<file path="config.mk">
export PLATFORM = sky130hd
export DESIGN_NAME = tetromino_stamper
export DESIGN_NICKNAME = d
export VERILOG_FILES = /design/src/rtl/tetromino_stamper.sv
export SDC_FILE = /design/constraint.sdc
export NUM_CORES = 1
export LEC_CHECK = 0
export ABC_AREA = 1
export CORE_MARGIN = 1.5
export CORE_UTILIZATION = 43
export DETAILED_ROUTE_END_ITERATION = 10
export PLACE_DENSITY_LB_ADDON = 0.12
export SLEW_MARGIN = 20
export SYNTH_ARGS = -nofsm -noshare
export SYNTH_HDL_FRONTEND = slang
export SYNTH_SLANG_ARGS = --single-unit
</file>
<file path="constraint.sdc">
create_clock -name iCLK -period 3.7 [get_ports iCLK]
set_clock_uncertainty 0.05 [all_clocks]
set_input_delay 0.74 -clock iCLK [delete_from_list [all_inputs] [get_ports iCLK]]
set_output_delay 0.74 -clock iCLK [all_outputs]
set_load 0.01 [all_outputs]
</file>
<file path="src/rtl/tetromino_stamper.sv">
// tetromino_stamper: expands a tetromino command into 4 cells and draws, erases or collision-checks them in the playfield memory
module tetromino_stamper #(
  parameter int FIELD_W = 10,
  parameter int FIELD_H = 22
) (
  input  logic        iCLK,
  input  logic        iRST_N,
  input  logic        iStart,
  input  logic [1:0]  iOp,
  input  logic [2:0]  iType,
  input  logic [1:0]  iRot,
  input  logic [4:0]  iX,
  input  logic [4:0]  iY,
  output logic        oBusy,
  output logic        oDone,
  output logic        oCollision,
  output logic [9:0]  oMemAddr,
  output logic        oMemWe,
  output logic [11:0] oMemWrData,
  input  logic [11:0] iMemRdData
);
  typedef enum logic [2:0] {IDLE, WRITE, READ, CMP_LAST, DONE} state_t;
  state_t state, state_nx;
  logic [1:0] k, op, rot, dx, dy;
  logic [2:0] typ;
  logic [4:0] ox, oy;
  logic [5:0] cx, cy;
  logic [11:0] colour;
  logic oob, prev_oob;
  // Rotation-0 offsets packed as {cell3,cell2,cell1,cell0}, each {dx,dy}; O keeps its cell order under rotation
  function automatic logic [3:0] cell_off(input logic [2:0] t, input logic [1:0] r, input logic [1:0] c);
    logic [15:0] tab;
    logic [1:0] x, y, b;
    case (t)
      3'd0:    tab = 16'h3210;
      3'd1:    tab = 16'h5140;
      3'd2:    tab = 16'h6210;
      3'd3:    tab = 16'h2654;
      3'd4:    tab = 16'h5184;
      3'd5:    tab = 16'h9540;
      3'd6:    tab = 16'h5840;
      default: tab = 16'h0000;
    endcase
    {x, y} = tab[{c, 2'b00} +: 4];
    b = (t == 3'd0) ? 2'd3 : 2'd2;
    for (int i = 0; i < 3; i++)
      if (i < int'(r) && t != 3'd1) {x, y} = {b - y, x};
    return {x, y};
  endfunction
  // Current cell geometry, bounds and colour from the latched command
  always_comb begin
    {dx, dy} = cell_off(typ, rot, k);
    cx = {1'b0, ox} + {4'b0, dx};
    cy = {1'b0, oy} + {4'b0, dy};
    oob = (typ == 3'd7) || (cx >= 6'(FIELD_W)) || (cy >= 6'(FIELD_H));
    colour = typ == 3'd0 ? 12'h0FF : typ == 3'd1 ? 12'hFF0 : typ == 3'd2 ? 12'hF80 :
             typ == 3'd3 ? 12'h00F : typ == 3'd4 ? 12'h0F0 : typ == 3'd5 ? 12'hF00 :
             typ == 3'd6 ? 12'hF0F : 12'h000;
  end
  // Next-state and memory-port outputs
  always_comb begin
    state_nx = state == IDLE     ? (iStart ? ((iOp == 2'd1 || iOp == 2'd2) ? WRITE : READ) : IDLE) :
               state == WRITE    ? (k == 2'd3 ? DONE : WRITE) :
               state == READ     ? (k == 2'd3 ? CMP_LAST : READ) :
               state == CMP_LAST ? DONE : IDLE;
    oBusy = state != IDLE;
    oDone = state == DONE;
    oMemWe = state == WRITE && !oob;
    oMemWrData = (oMemWe && op != 2'd2) ? colour : 12'h000;
    oMemAddr = (state == WRITE || state == READ) ? {cx[4:0], cy[4:0]} : 10'd0;
  end
  // State, cell index, command latch and collision accumulation; read data lags the address by one cycle
  always_ff @(posedge iCLK or negedge iRST_N) begin
    if (!iRST_N) begin
      state <= IDLE;
      k <= 2'd0;
      op <= 2'd0;
      typ <= 3'd0;
      rot <= 2'd0;
      ox <= 5'd0;
      oy <= 5'd0;
      prev_oob <= 1'b0;
      oCollision <= 1'b0;
    end else begin
      state <= state_nx;
      k <= (state == WRITE || state == READ) ? k + 2'd1 : 2'd0;
      prev_oob <= oob;
      if (state == IDLE && iStart) begin
        op <= iOp;
        typ <= iType;
        rot <= iRot;
        ox <= iX;
        oy <= iY;
        oCollision <= 1'b0;
      end else if ((state == READ && k != 2'd0) || state == CMP_LAST)
        oCollision <= oCollision | prev_oob | (|iMemRdData);
    end
  end
endmodule

</file>
=== Word level (Yosys, flattened, before mapping) ===
Cells that the tools add are included.

* Flip-flop bits (word level): 24
* Bits in latches: 0
* RAM bits: 0
* ROM bits: 0
* Input port bits: 32
* Word-level logic and storage cells: 86
* Memories kept: 0

* $add $sub $neg: 6
* $mul: 0
* Div/mod/pow operators: 0
* Order comparisons: 5
* Eq/ne operators: 16
* Shifts and indexed selects: 1
* Muxes and demuxes: 28
* Bitwise gates (word level): 2
* Reduce and logical (&&, ||, !) cells: 19

{| class="wikitable"
|+ Operator list
! cell !! number
|-
| 16-bit case mux with 7 select lines || 1
|-
| 12-bit two-way mux || 8
|-
| 2-bit two-way mux || 9
|-
| 16-bit by 5-bit variable part select with 4-bit output || 1
|-
| 3-bit == test, second input constant || 5
|-
| 3-bit two-way mux || 5
|-
| 5-bit by 2-bit adder with 6-bit output || 2
|-
| 3-bit by 2-bit == test with 1-bit output, second input constant || 4
|-
| 12-bit OR reduction || 1
|-
| 10-bit two-way mux || 1
|-
| 1-bit logical AND || 7
|-
| 3-bit by 1-bit == test with 1-bit output, second input constant || 2
|-
| 6-bit by 4-bit greater-or-equal comparator with 1-bit output, second input constant || 1
|-
| 6-bit by 5-bit greater-or-equal comparator with 1-bit output, second input constant || 1
|-
| 3-bit logical NOT || 2
|-
| 2-bit subtractor || 3
|-
| 1-bit logical OR || 5
|-
| 2-bit == test, second input constant || 2
|-
| 1-bit by 2-bit < comparator with 1-bit output, first input constant || 2
|-
| 1-bit two-way mux || 4
|-
| 2-bit nonzero test || 2
|-
| 3-bit by 1-bit != test with 1-bit output, second input constant || 1
|-
| 3-bit nonzero test || 1
|-
| 2-bit by 1-bit adder with 2-bit output, second input constant || 1
|-
| other kinds (5) || 6
|}

=== Logic depth before layout (Yosys ltp) ===
* Depth after elaboration: 16
* Gate-level depth with buffers: 26
* Depth with buffers taken out: 23

=== Worst setup path after synthesis ===
OpenSTA, ideal clock, no wires.

* Path kind: register to output
* Start point: register typ[2]
* End point: output oMemWrData[1]
* Data arrival time: 3.420 ns
* Required time: 2.910 ns
* Path slack: -0.510 ns
* Stages on the path, launching flop included: 23
* Path buffers: 3
* Cells stage by stage: dfrtp_1 -> buf_6 -> inv_4 -> buf_6 -> o21ai_0 -> nand3_1 -> nand2_1 -> ha_1 -> nand2_1 -> and2_1 -> ha_1 -> o21ai_0 -> ha_1 -> inv_1 -> fa_1 -> nor2_1 -> xor2_1 -> nor2_1 -> nand3_1 -> nor2_1 -> nand4_1 -> nor2_1 -> buf_4

* Cells in the longest elaborated chain, start to end: 16
* Elaborated cells between the ends (all ways): 41

{| class="wikitable"
|+ Ends and longest elaborated chain
! element !! RTL line !! RTL
|-
| from (decl) || 25 || <nowiki>logic [2:0] typ;</nowiki>
|-
| from (signal assigned) || 90 || <nowiki>typ <= iType;</nowiki>
|-
| 3-bit == test, or another cell as far along || 34, 58 ||
|-
| 16-bit case mux with 7 select lines || 34 || <nowiki>case (t)</nowiki>
|-
| 16-bit by 5-bit variable part select with 4-bit output || 44 || <nowiki>{x, y} = tab[{c, 2'b00} +: 4];</nowiki>
|-
| 2-bit subtractor || 47 || <nowiki>if (i < int'(r) && t != 3'd1) {x, y} = {b - y, x};</nowiki>
|-
| 2-bit two-way mux (2 in a row) || 47 ||
|-
| 2-bit subtractor || 47 ||
|-
| 2-bit two-way mux || 47 ||
|-
| 5-bit by 2-bit adder with 6-bit output || 53 || <nowiki>cx = {1'b0, ox} + {4'b0, dx};</nowiki>
|-
| 6-bit by 4-bit greater-or-equal comparator with 1-bit output || 55 || <nowiki>oob = (typ == 3'd7) || (cx >= 6'(FIELD_W)) || (cy >= 6'(FIELD_H));</nowiki>
|-
| 1-bit logical OR (2 in a row) || 55 ||
|-
| 1-bit logical NOT || 68 || <nowiki>oMemWe = state == WRITE && !oob;</nowiki>
|-
| 1-bit logical AND || 68 ||
|-
| 1-bit logical AND || 69 || <nowiki>oMemWrData = (oMemWe && op != 2'd2) ? colour : 12'h000;</nowiki>
|-
| 12-bit two-way mux * || 69 ||
|-
| to (decl) || 19 || <nowiki>output logic [11:0] oMemWrData,</nowiki>
|}

Mark *: on every way between the ends. The rest lies on a longest branch, timed or not.

=== Worst setup path in the final report ===
* Start point: register typ[0]
* End point: output oMemWrData[8]

The elaborated chain is that of the path after synthesis.

==> results.sh <==
export IMPL_slew_limit_headroom=0.631
export IMPL_fin_crit_ns=4.54
export IMPL_synth_top_cell_area_share=0.300
export IMPL_die_h_um=71.3
export IMPL_htree_levels=1
export IMPL_yosysMostFrequentCell="nand2_1"
export IMPL_clk_latency_ns=0.27
export IMPL_grt_pass1_vias=2006
export IMPL_cp_cell_sequence="buf_6 -> nand3_4 -> nand3_2 -> nand2_1 -> nand2_1 -> nand4_1 -> nand2_2 -> ha_4 -> o21ai_2 -> nand2_1 -> o21ai_2 -> ha_2 -> inv_2 -> fa_2 -> nor2_4 -> xor2_2 -> nor2_1 -> nand3_1 -> nor2_2 -> nand4_1 -> buf_6 -> nor2_4 -> buf_2"
export IMPL_grt_pass1_wl_mm=8.60
export IMPL_diodes=0
export IMPL_outcome="complete, but fails checks"
export IMPL_violations="setup timing"
export IMPL_slew_violations=0
export IMPL_syn_area_um2=2000
export IMPL_endpoint_kind="output port"
export IMPL_reg2reg_slack_ns=0.37
export IMPL_netlist_top_cells_area="dfrtp_1 30%, nand2_1 10%, nand3_1 7.0%, ha_1 5.6%, mux2_2 5.6%"
export IMPL_drt_iter0_drc=156
export IMPL_numClockSinks=24
export IMPL_vdd_ir_drop_max_mv=0.642
export IMPL_rows=24
export IMPL_vias_per_cell=5.05
export IMPL_layout_drive_gt1_share=0.471
export IMPL_reg2regPathDepth=22
export IMPL_crit_path_start_kind="flop"
export IMPL_min_period_over_period=1.23
export IMPL_max_freq_ghz=0.220
export IMPL_worstPathArrival_ns=3.75
export IMPL_ys_flop_type="dfrtp_1"
export IMPL_synthCells=266
export IMPL_cts_buffers=3
export IMPL_cap_violations=0
export IMPL_routed_wl_mm=5.42
export IMPL_nets=409
export IMPL_antenna_found_initial=0
export IMPL_worstSetupPathType="reg -> out"
export IMPL_via_count=2104
export IMPL_cpMostUsedCell="nand2_1"
export IMPL_drt_pass1_iterations=5
export IMPL_synth_edf_count=0
export IMPL_track_usage=0.204
export IMPL_wl_per_cell_um=13.0
export IMPL_gp_congestion=0.842
export IMPL_synthArstFlopShare=1.00
export IMPL_cp_max_fo=8
export IMPL_core_area_um2=4410
export IMPL_grt_remaining_overflow=0
export IMPL_holdBufCountCts=0
export IMPL_cts_tree="done"
export IMPL_ys_seq_area_frac=0.300
export IMPL_final_core_util=0.724
export IMPL_cts_root_buf="clkbuf_8"
export IMPL_synth_fp_nets=309
export IMPL_rsz0062_at_grt="true"
export IMPL_power_density_nw_per_um2=1160
export IMPL_cpPeakStageDelay_ns=0.49
export IMPL_port_buffers=57
export IMPL_cpMaxStageDelayCell="dfrtp_2"
export IMPL_yosys_area_top_type="dfrtp_1"
export IMPL_synth_warnings=0
export IMPL_fp_dieArea_um2=5080
export IMPL_setup_violations=20
export IMPL_p_leak_nw=1.55
export IMPL_hpwl_mm=3.74
export IMPL_drc=0
export IMPL_avgSynthCellArea_um2=7.53
export IMPL_min_path_type="in -> async"
export IMPL_placedCellCount=399
export IMPL_synth_distinct_cells=36
export IMPL_clk_pin_slew_worst_paths_ns=0.08
export IMPL_final_cell_area_um2=3200
export IMPL_worst_pin_slew_ns=0.554
export IMPL_yosys_top_cells_count="54 x nand2_1, 29 x nor2_1, 28 x inv_1, 28 x nand3_1, 24 x dfrtp_1"
export IMPL_start_util=0.454
export IMPL_clockBufferDepth=2
export IMPL_worstPathRequired_ns=2.91
export IMPL_grt_max_degree=28
export IMPL_finalHoldViolations=0
export IMPL_die_w_um=71.3
export IMPL_area_growth_pct=59.7
export IMPL_finalPower_mw=3.69
export IMPL_reg2reg_to="prev_oob$_DFF_PN0_"
export IMPL_dpl_cell_area_um2=2840
export IMPL_top_level_ports=58
export IMPL_stdcell_count=417
export IMPL_ant_nets=0
export IMPL_rr_startpoint="typ[0]$_DFFE_PN0P_"
export IMPL_setup_ws_ns=-0.836
export IMPL_synth_seq_cells=24
routing by layer:
metal	share of wire	GRT usage	vias to the layer above
met2	0.51	0.352	60
li1	-	-	1055
met4	0.010	0.0461	0
met1	0.44	0.274	982
met3	0.042	0.0253	7
met5	0	0	-
through the flow:
| step | setup slack, ns | hold slack (ns) | setup TNS, ns |
|---|---|---|---|
| CTS | -0.726 | 0.414 | -10.30 |
| global placement | -0.902 | 0.438 | -13.81 |
| global route | -1.01 | 0.449 | -15.15 |
| finish | -0.836 | 0.403 | -11.69 |
| floorplan | -0.468 | 0.394 | -4.68 |
| detailed placement | -0.966 | 0.453 | -14.78 |
registers in the layout (all words and copies together) (netlist names):
register    flops
ox              5
oy              5
state           3
typ             3
k               2
op              2
rot             2
oCollision      1
prev_oob        1
worst max-delay path: cells and delay by family, from the launching register on:
kind                     cells  cell delay [ns]
AND/OR/NAND/NOR             13             1.46
adder cells (fa/ha/maj)      3             0.76
buffers and inverters        4             0.51
flip-flops                   1             0.49
AO/OA/AOI/OAI                2             0.18
XOR/XNOR                     1             0.07
cells by family (layout without fill, tap and decap cells):
kind of cell / Yosys count / count (layout) / synth area share
DFF: 24 / 24 / 0.300
AOI/OAI and AO/OA: 25 / 25 / 0.0750
adders and majority gates: 11 / 11 / 0.0762
buffers and inverters: 51 / 150 / 0.135
and+or+nand+nor: 140 / 140 / 0.336
muxes: 10 / 10 / 0.0562
xor gates and xnor gates: 5 / 5 / 0.0219
how the worst max path moves through the flow:
stage | start | endpoint | slack, ns | cells past startpoint
finish | typ[0]$_DFFE_PN0P_ | oMemWrData[8] | -0.84 | 23
global route | typ[0]$_DFFE_PN0P_ | oMemWrData[8] | -1.01 | 23
CTS | typ[1]$_DFFE_PN0P_ | oMemWrData[0] | -0.73 | 23
detailed placement | typ[0]$_DFFE_PN0P_ | oMemWrData[4] | -0.97 | 21
global placement | typ[0]$_DFFE_PN0P_ | oMemWrData[4] | -0.90 | 21
floorplan | typ[2]$_DFFE_PN0P_ | oMemWrData[5] | -0.47 | 22
area by class of cell:
cell class / count / area (um2)
Inverter: 35 / 149
Multi-Input combinational cell: 191 / 1400
Fill cell: 338 / 1220
Tap cell: 52 / 65.1
Timing Repair Buffer: 111 / 928
Sequential cell: 24 / 604
Clock buffer: 4 / 55.1
power breakdown:
group | leakage [nW] | switching, mW | internal [mW] | total, mW
Clock | 0.0288 | 0.0848 | 0.0950 | 0.180
Sequential | 0.279 | 0.150 | 0.390 | 0.540
Combinational | 1.24 | 1.51 | 1.47 | 2.97
Total | 1.55 | 1.74 | 1.95 | 3.69
what timing repair did:
| item | CTS | global route |
|---|---|---|
| endpoints found under the setup margin | 22 | 21 |
| setup buffers | 11 | 5 |
| pin swaps | 9 | 18 |
| cloned | 0 | 0 |
| gates resized for setup | 105 | 59 |
layout by cell type, fill, tap and decap left out, types with 10 or more instances in the layout:
cell type and count:
buf_4 50, nand2_1 40, clkdlybuf4s50_1 33, inv_1 22, dfrtp_1 21, nor2_1 18, nand3_1 16, nand3_2 16
nand2_2 14, buf_2 14, buf_6 12, a21oi_1 10, mux2_2 10
(Power assumes the default switching activity.)
